$ cat src/rtl/mips_pc_pkg.sv
// Shared types and default vectors for the fetch-stage PC sequencer.
package mips_pc_pkg;

  typedef enum logic [1:0] {
    S_BOOT,
    S_RUN,
    S_EXC
  } pc_state_e;

  typedef enum logic [2:0] {
    SEL_SEQ,
    SEL_HOLD,
    SEL_BR,
    SEL_JMP,
    SEL_EXC,
    SEL_ERET
  } pc_sel_e;

  localparam logic [31:0] DEF_RESET_VECTOR = 32'h0000_0000;
  localparam logic [31:0] DEF_EXC_VECTOR   = 32'h0000_0180;
  localparam logic [31:0] DEF_PC_INC       = 32'd4;

  function automatic logic is_redirect(input pc_sel_e sel);
    return (sel != SEL_SEQ) && (sel != SEL_HOLD);
  endfunction

endpackage

$ cat src/rtl/pc_next_mux.sv
// Priority next-PC select with word-alignment check on branch/jump/eret targets.
module pc_next_mux
  import mips_pc_pkg::*;
#(
  parameter logic [31:0] EXC_VECTOR = DEF_EXC_VECTOR,
  parameter logic [31:0] PC_INC     = DEF_PC_INC
) (
  input  logic        exc_req_i,
  input  logic        eret_i,
  input  logic        branch_taken_i,
  input  logic        jump_i,
  input  logic        stall_i,
  input  logic [31:0] pc_i,
  input  logic [31:0] epc_i,
  input  logic [31:0] branch_target_i,
  input  logic [31:0] jump_target_i,
  output pc_sel_e     sel_o,
  output logic [31:0] next_pc_o,
  output logic        misalign_o
);

  logic [31:0] target;
  logic        use_target;

  always_comb begin
    sel_o      = SEL_SEQ;
    target     = '0;
    use_target = 1'b0;
    next_pc_o  = pc_i + PC_INC;
    misalign_o = 1'b0;

    if (exc_req_i) begin
      sel_o     = SEL_EXC;
      next_pc_o = EXC_VECTOR;
    end else if (eret_i) begin
      sel_o      = SEL_ERET;
      target     = epc_i;
      use_target = 1'b1;
    end else if (branch_taken_i) begin
      sel_o      = SEL_BR;
      target     = branch_target_i;
      use_target = 1'b1;
    end else if (jump_i) begin
      sel_o      = SEL_JMP;
      target     = jump_target_i;
      use_target = 1'b1;
    end else if (stall_i) begin
      sel_o     = SEL_HOLD;
      next_pc_o = pc_i;
    end

    // Targets are loaded word-aligned; low bits only raise the error flag.
    if (use_target) begin
      next_pc_o  = {target[31:2], 2'b00};
      misalign_o = |target[1:0];
    end
  end

endmodule

$ cat src/rtl/pc_sequencer.sv
// Fetch-stage program counter: boot/run/exception FSM with PC, EPC and AlignErr registers.
module pc_sequencer
  import mips_pc_pkg::*;
#(
  parameter logic [31:0] RESET_VECTOR = DEF_RESET_VECTOR,
  parameter logic [31:0] EXC_VECTOR   = DEF_EXC_VECTOR,
  parameter logic [31:0] PC_INC       = DEF_PC_INC
) (
  input  logic        Clk,
  input  logic        Reset_n,
  input  logic        Stall,
  input  logic        BranchTaken,
  input  logic [31:0] BranchTarget,
  input  logic        Jump,
  input  logic [31:0] JumpTarget,
  input  logic        ExcReq,
  input  logic [31:0] ExcPC,
  input  logic        Eret,
  output logic [31:0] PC,
  output logic        FetchValid,
  output logic        FlushIF,
  output logic [31:0] EPC,
  output logic        AlignErr
);

  pc_state_e   state_q;
  logic [31:0] pc_q;
  logic [31:0] epc_q;
  logic        fetch_valid_q;
  logic        align_err_q;

  pc_sel_e     sel_d;
  logic [31:0] pc_d;
  logic        misalign_d;

  pc_next_mux #(
    .EXC_VECTOR (EXC_VECTOR),
    .PC_INC     (PC_INC)
  ) u_next_mux (
    .exc_req_i       (ExcReq),
    .eret_i          (Eret),
    .branch_taken_i  (BranchTaken),
    .jump_i          (Jump),
    .stall_i         (Stall),
    .pc_i            (pc_q),
    .epc_i           (epc_q),
    .branch_target_i (BranchTarget),
    .jump_target_i   (JumpTarget),
    .sel_o           (sel_d),
    .next_pc_o       (pc_d),
    .misalign_o      (misalign_d)
  );

  always_ff @(posedge Clk or negedge Reset_n) begin
    if (!Reset_n) begin
      state_q       <= S_BOOT;
      pc_q          <= RESET_VECTOR;
      epc_q         <= '0;
      fetch_valid_q <= 1'b0;
      align_err_q   <= 1'b0;
    end else begin
      align_err_q <= 1'b0;
      case (state_q)
        S_BOOT: begin
          state_q       <= S_RUN;
          fetch_valid_q <= 1'b1;
        end
        S_RUN: begin
          pc_q        <= pc_d;
          align_err_q <= misalign_d;
          if (sel_d == SEL_EXC) begin
            epc_q         <= ExcPC;
            state_q       <= S_EXC;
            fetch_valid_q <= 1'b0;
          end
        end
        S_EXC: begin
          state_q       <= S_RUN;
          fetch_valid_q <= 1'b1;
        end
        default: begin
          state_q       <= S_BOOT;
          pc_q          <= RESET_VECTOR;
          fetch_valid_q <= 1'b0;
        end
      endcase
    end
  end

  assign PC         = pc_q;
  assign EPC        = epc_q;
  assign FetchValid = fetch_valid_q;
  assign AlignErr   = align_err_q;
  assign FlushIF    = (state_q == S_EXC) ||
                      ((state_q == S_RUN) && is_redirect(sel_d));

endmodule

$ cat config.mk
export PLATFORM = sky130hd
export DESIGN_NAME = pc_sequencer
export DESIGN_NICKNAME = d
export VERILOG_FILES = /design/src/rtl/mips_pc_pkg.sv /design/src/rtl/pc_next_mux.sv /design/src/rtl/pc_sequencer.sv
export SDC_FILE = /design/constraint.sdc
export NUM_CORES = 1
export LEC_CHECK = 0
export BUFFER_PORTS_ARGS = -buffer_cell sky130_fd_sc_hd__buf_2
export CAP_MARGIN = 5
export CORE_ASPECT_RATIO = 1.4
export CORE_UTILIZATION = 48
export DETAILED_ROUTE_END_ITERATION = 6
export GPL_ROUTABILITY_DRIVEN = 0
export GPL_TIMING_DRIVEN = 0
export PLACE_DENSITY_LB_ADDON = 0.3
export SKIP_CTS_REPAIR_TIMING = 1
export SLEW_MARGIN = 0
export SYNTH_ARGS = -nofsm -noshare
export SYNTH_HDL_FRONTEND = slang
export SYNTH_SLANG_ARGS = --single-unit
$ cat constraint.sdc
create_clock -name Clk -period 2.1 [get_ports Clk]
set_input_delay 0.42 -clock Clk [delete_from_list [all_inputs] [get_ports Clk]]
set_output_delay 0.42 -clock Clk [all_outputs]
set_load 0.01 [all_outputs]
==> metrics.txt <==
critical path capture point type flip-flop; Pwr Density 849 nW/um2; clk_skew 0.0128 ns; share of layout cells above drive strength 1 40.5%; slowest CP cell dfrtp_1; WS Path Type reg2reg; CP max stage delay ~0.48 ns; Final setup viols 0; GR met2 Demand/Resource ~56%; Seq/Total Area, Yosys 41.8%; Syn Area/Cell 9.34 um2; FF-to-FF Start PC[3]; Detailed Place HPWL 10,400 um; Sequential Area 1650 um2; met1 Usage GRT 39.1%; startpoint types flip-flop; area leader, netlist dfrtp_1; post-route minimum period 2.04 ns; synthesized area between 3000 and 4000 um2; 1st-pass router iterations 6; initial core utilization 50.3%; vias in the first global route approximately 4.3k; final net count 709; count leader, synth dfrtp_1; crit-path max FO 8; io pins 170; CP Data Arrival Time 2.29 ns; Compound-Gate Fraction of Synth Area 25.8%; vias per inst 6.19; Hold Crit Class in2async; Main synth FF type dfrtp_1; clk sinks 66; Layout Cells excl Fill 710; # fillers 680; run status finished, final reports clean; total track usage between 30 and 40%; Yosys warnings 0; GRT Residual Overflow 0; CP required 2.35 ns; Max Fclk a little under 0.5 GHz; Synth Area in Adders 0.317%; area of the multi-input gates 2180 um2; Worst-path clk slew 0.07 ns; die height between 100 and 150 um; largest net degree at the start of global routing 67; critical-path cell list ha_1 -> nand3_4 -> nor4_4 -> nand3_2 -> o211a_1 -> a221o_1; Synth-to-Final Area Change 32.1%; Core Region about 8000 um2; worst vdd ir 541 uV; Slew Limit Headroom roughly 36%; XOR/XNOR Fraction of Synth Area less than 1%; Leak Pwr 0.00253 uW; initial antenna violation count 0; row cnt 38; Longest Clk Path Bufs 2; Slew Viols, Final 0; top cells by area, synth dfrtp_1 42%, mux2_2 7.7%, o21ai_0 5.6%, nand2_1 4.1%, a22oi_1 3.8%; Tcrit/Tclk final 97.0%; die width 78.7 um; Async SR Flop Fraction 100%; first-pass GRT wire length 21,400 um; H-Tree Depth 3; largest family of logic cells by synthesized area compound AO/OA/AOI/OAI gates; Max Cap Viol 0; DR vias 4,398; Post-synth EDFFs 0; Hold Vio Cnt, Final 0; WL/cell about 20 um; met3 usage 6.56%; die area 8600 um2; Distinct cells, synth 62; clock root buffer clkbuf_8; CTS tree yes; Simple-Gate Fraction of Synth Area 18.9%; IO Port Bufs 165; Final ANT Viol Nets 0; CTS buffer count 9; crit path from PC[3]; initial drt markers 538; Worst Tran Pin Value between 0.9 and 1 ns; Worst-Skew Late Latency 0.36 ns; register bit count reported by yosys 66; n_diodes 0; Post-synth top cells 66 x dfrtp_1, 44 x o21ai_0, 43 x nand2_1, 28 x nand3_1, 27 x mux2_2; multiplexer share of the synthesized area ~8.2%; Post-Syn Instances 423; top-area cell type share of the netlist area 41.8%; worst hold margin 0.157 ns; Detailed Route WL 13,900 um; drt drc 0; placed cell count 689; most crowded layer after global routing met2
## metal layers
layer / routed length [um] / vias to the layer above
met5: 0 / -
met1: 5170 / 2085
met4: 586 / 0
met2: 7000 / 273
li1: - / 1987
met3: 1140 / 53
## critical path: cells and delay by family (launching register included)
family                   cells  cell delay [ns]
AND/OR/NAND/NOR              3             0.63
AO/OA/AOI/OAI                2             0.51
adder cells (fa/ha/maj)      1             0.30
flip-flops                   1             0.48
## power by group
part	internal [uW]	switching (uW)	total, uW
Sequential	1570	353	1920
Combinational	624	766	1390
Clock	613	503	1120
## per-stage QoR
step | total power, uW | worst slack (ns) | setup TNS (ns) | cell area (um2) | utilization (%)
5_1_grt | 4660 | -0.0554 | -0.103 | 5220 | 66.5
6_report | 4430 | 0.0632 | 0 | 5220 | 66.5
3_3_place_gp | 3230 | -0.286 | -2.46 | 4900 | 62.5
2_1_floorplan | 2590 | 0.131 | 0 | 3950 | -
3_5_place_dp | 3280 | -0.360 | -3.53 | 4910 | 62.5
4_1_cts | 4390 | -0.251 | -1.13 | 5100 | 65.1
## logic make-up (layout without fill, tap and decap cells)
kind of cell	count (synthesis)	in the layout
buffers and inverters	41	227
adders and majority gates	1	1
DFF	66	66
xor gates and xnor gates	1	1
muxes	29	29
and+or+nand+nor	139	139
other	1	2
AOI/OAI and AO/OA	145	145
## flip-flops by register name, indices dropped and copies added, names as in the netlist
name / flops
PC: 30
FetchValid: 1
state_q: 2
AlignErr: 1
EPC: 32
## worst paths after layout
check                        endpoint  depth (start not counted)  slack (ns)
max reg2reg                    PC[28]                          6        0.06
max                            PC[28]                          6        0.06
min                           EPC[30]                          1        0.16
min in group Clk              EPC[22]                          2        0.29
max in group asynchronous       PC[2]                          1        1.33
min reg2reg                FetchValid                          2        0.48
## cells in the final DEF (no fill, tap or decap), types with 5 or more instances in the layout
cell type / Yosys / final
a21oi_1: 13 / 13
a221o_1: 5 / 5
a221oi_1: 12 / 11
a22o_1: 6 / 6
a22oi_1: 20 / 20
and3_1: 7 / 7
buf_2: 9 / 173
buf_4: 2 / 8
clkbuf_1: 14 / 13
clkbuf_2: 1 / 5
clkbuf_8: 0 / 11
dfrtp_1: 66 / 65
inv_1: 13 / 13
mux2_2: 27 / 27
nand2_1: 43 / 42
nand3_1: 28 / 27
nor2_1: 22 / 21
nor3_1: 6 / 5
o211ai_1: 6 / 6
o21ai_0: 44 / 43
## layout make-up
cell class                 count  share of cell area [%]
clock inverter                 2                   0.672
tap                          100                    2.40
sequential                    66                    31.7
clock buffer                  14                    3.12
buffer                        28                    2.78
timing repair buffer         170                    16.6
inverter                      13                   0.936
multi-input combinational    317                    41.8
No activity file was read; power rests on OpenSTA's default activity.
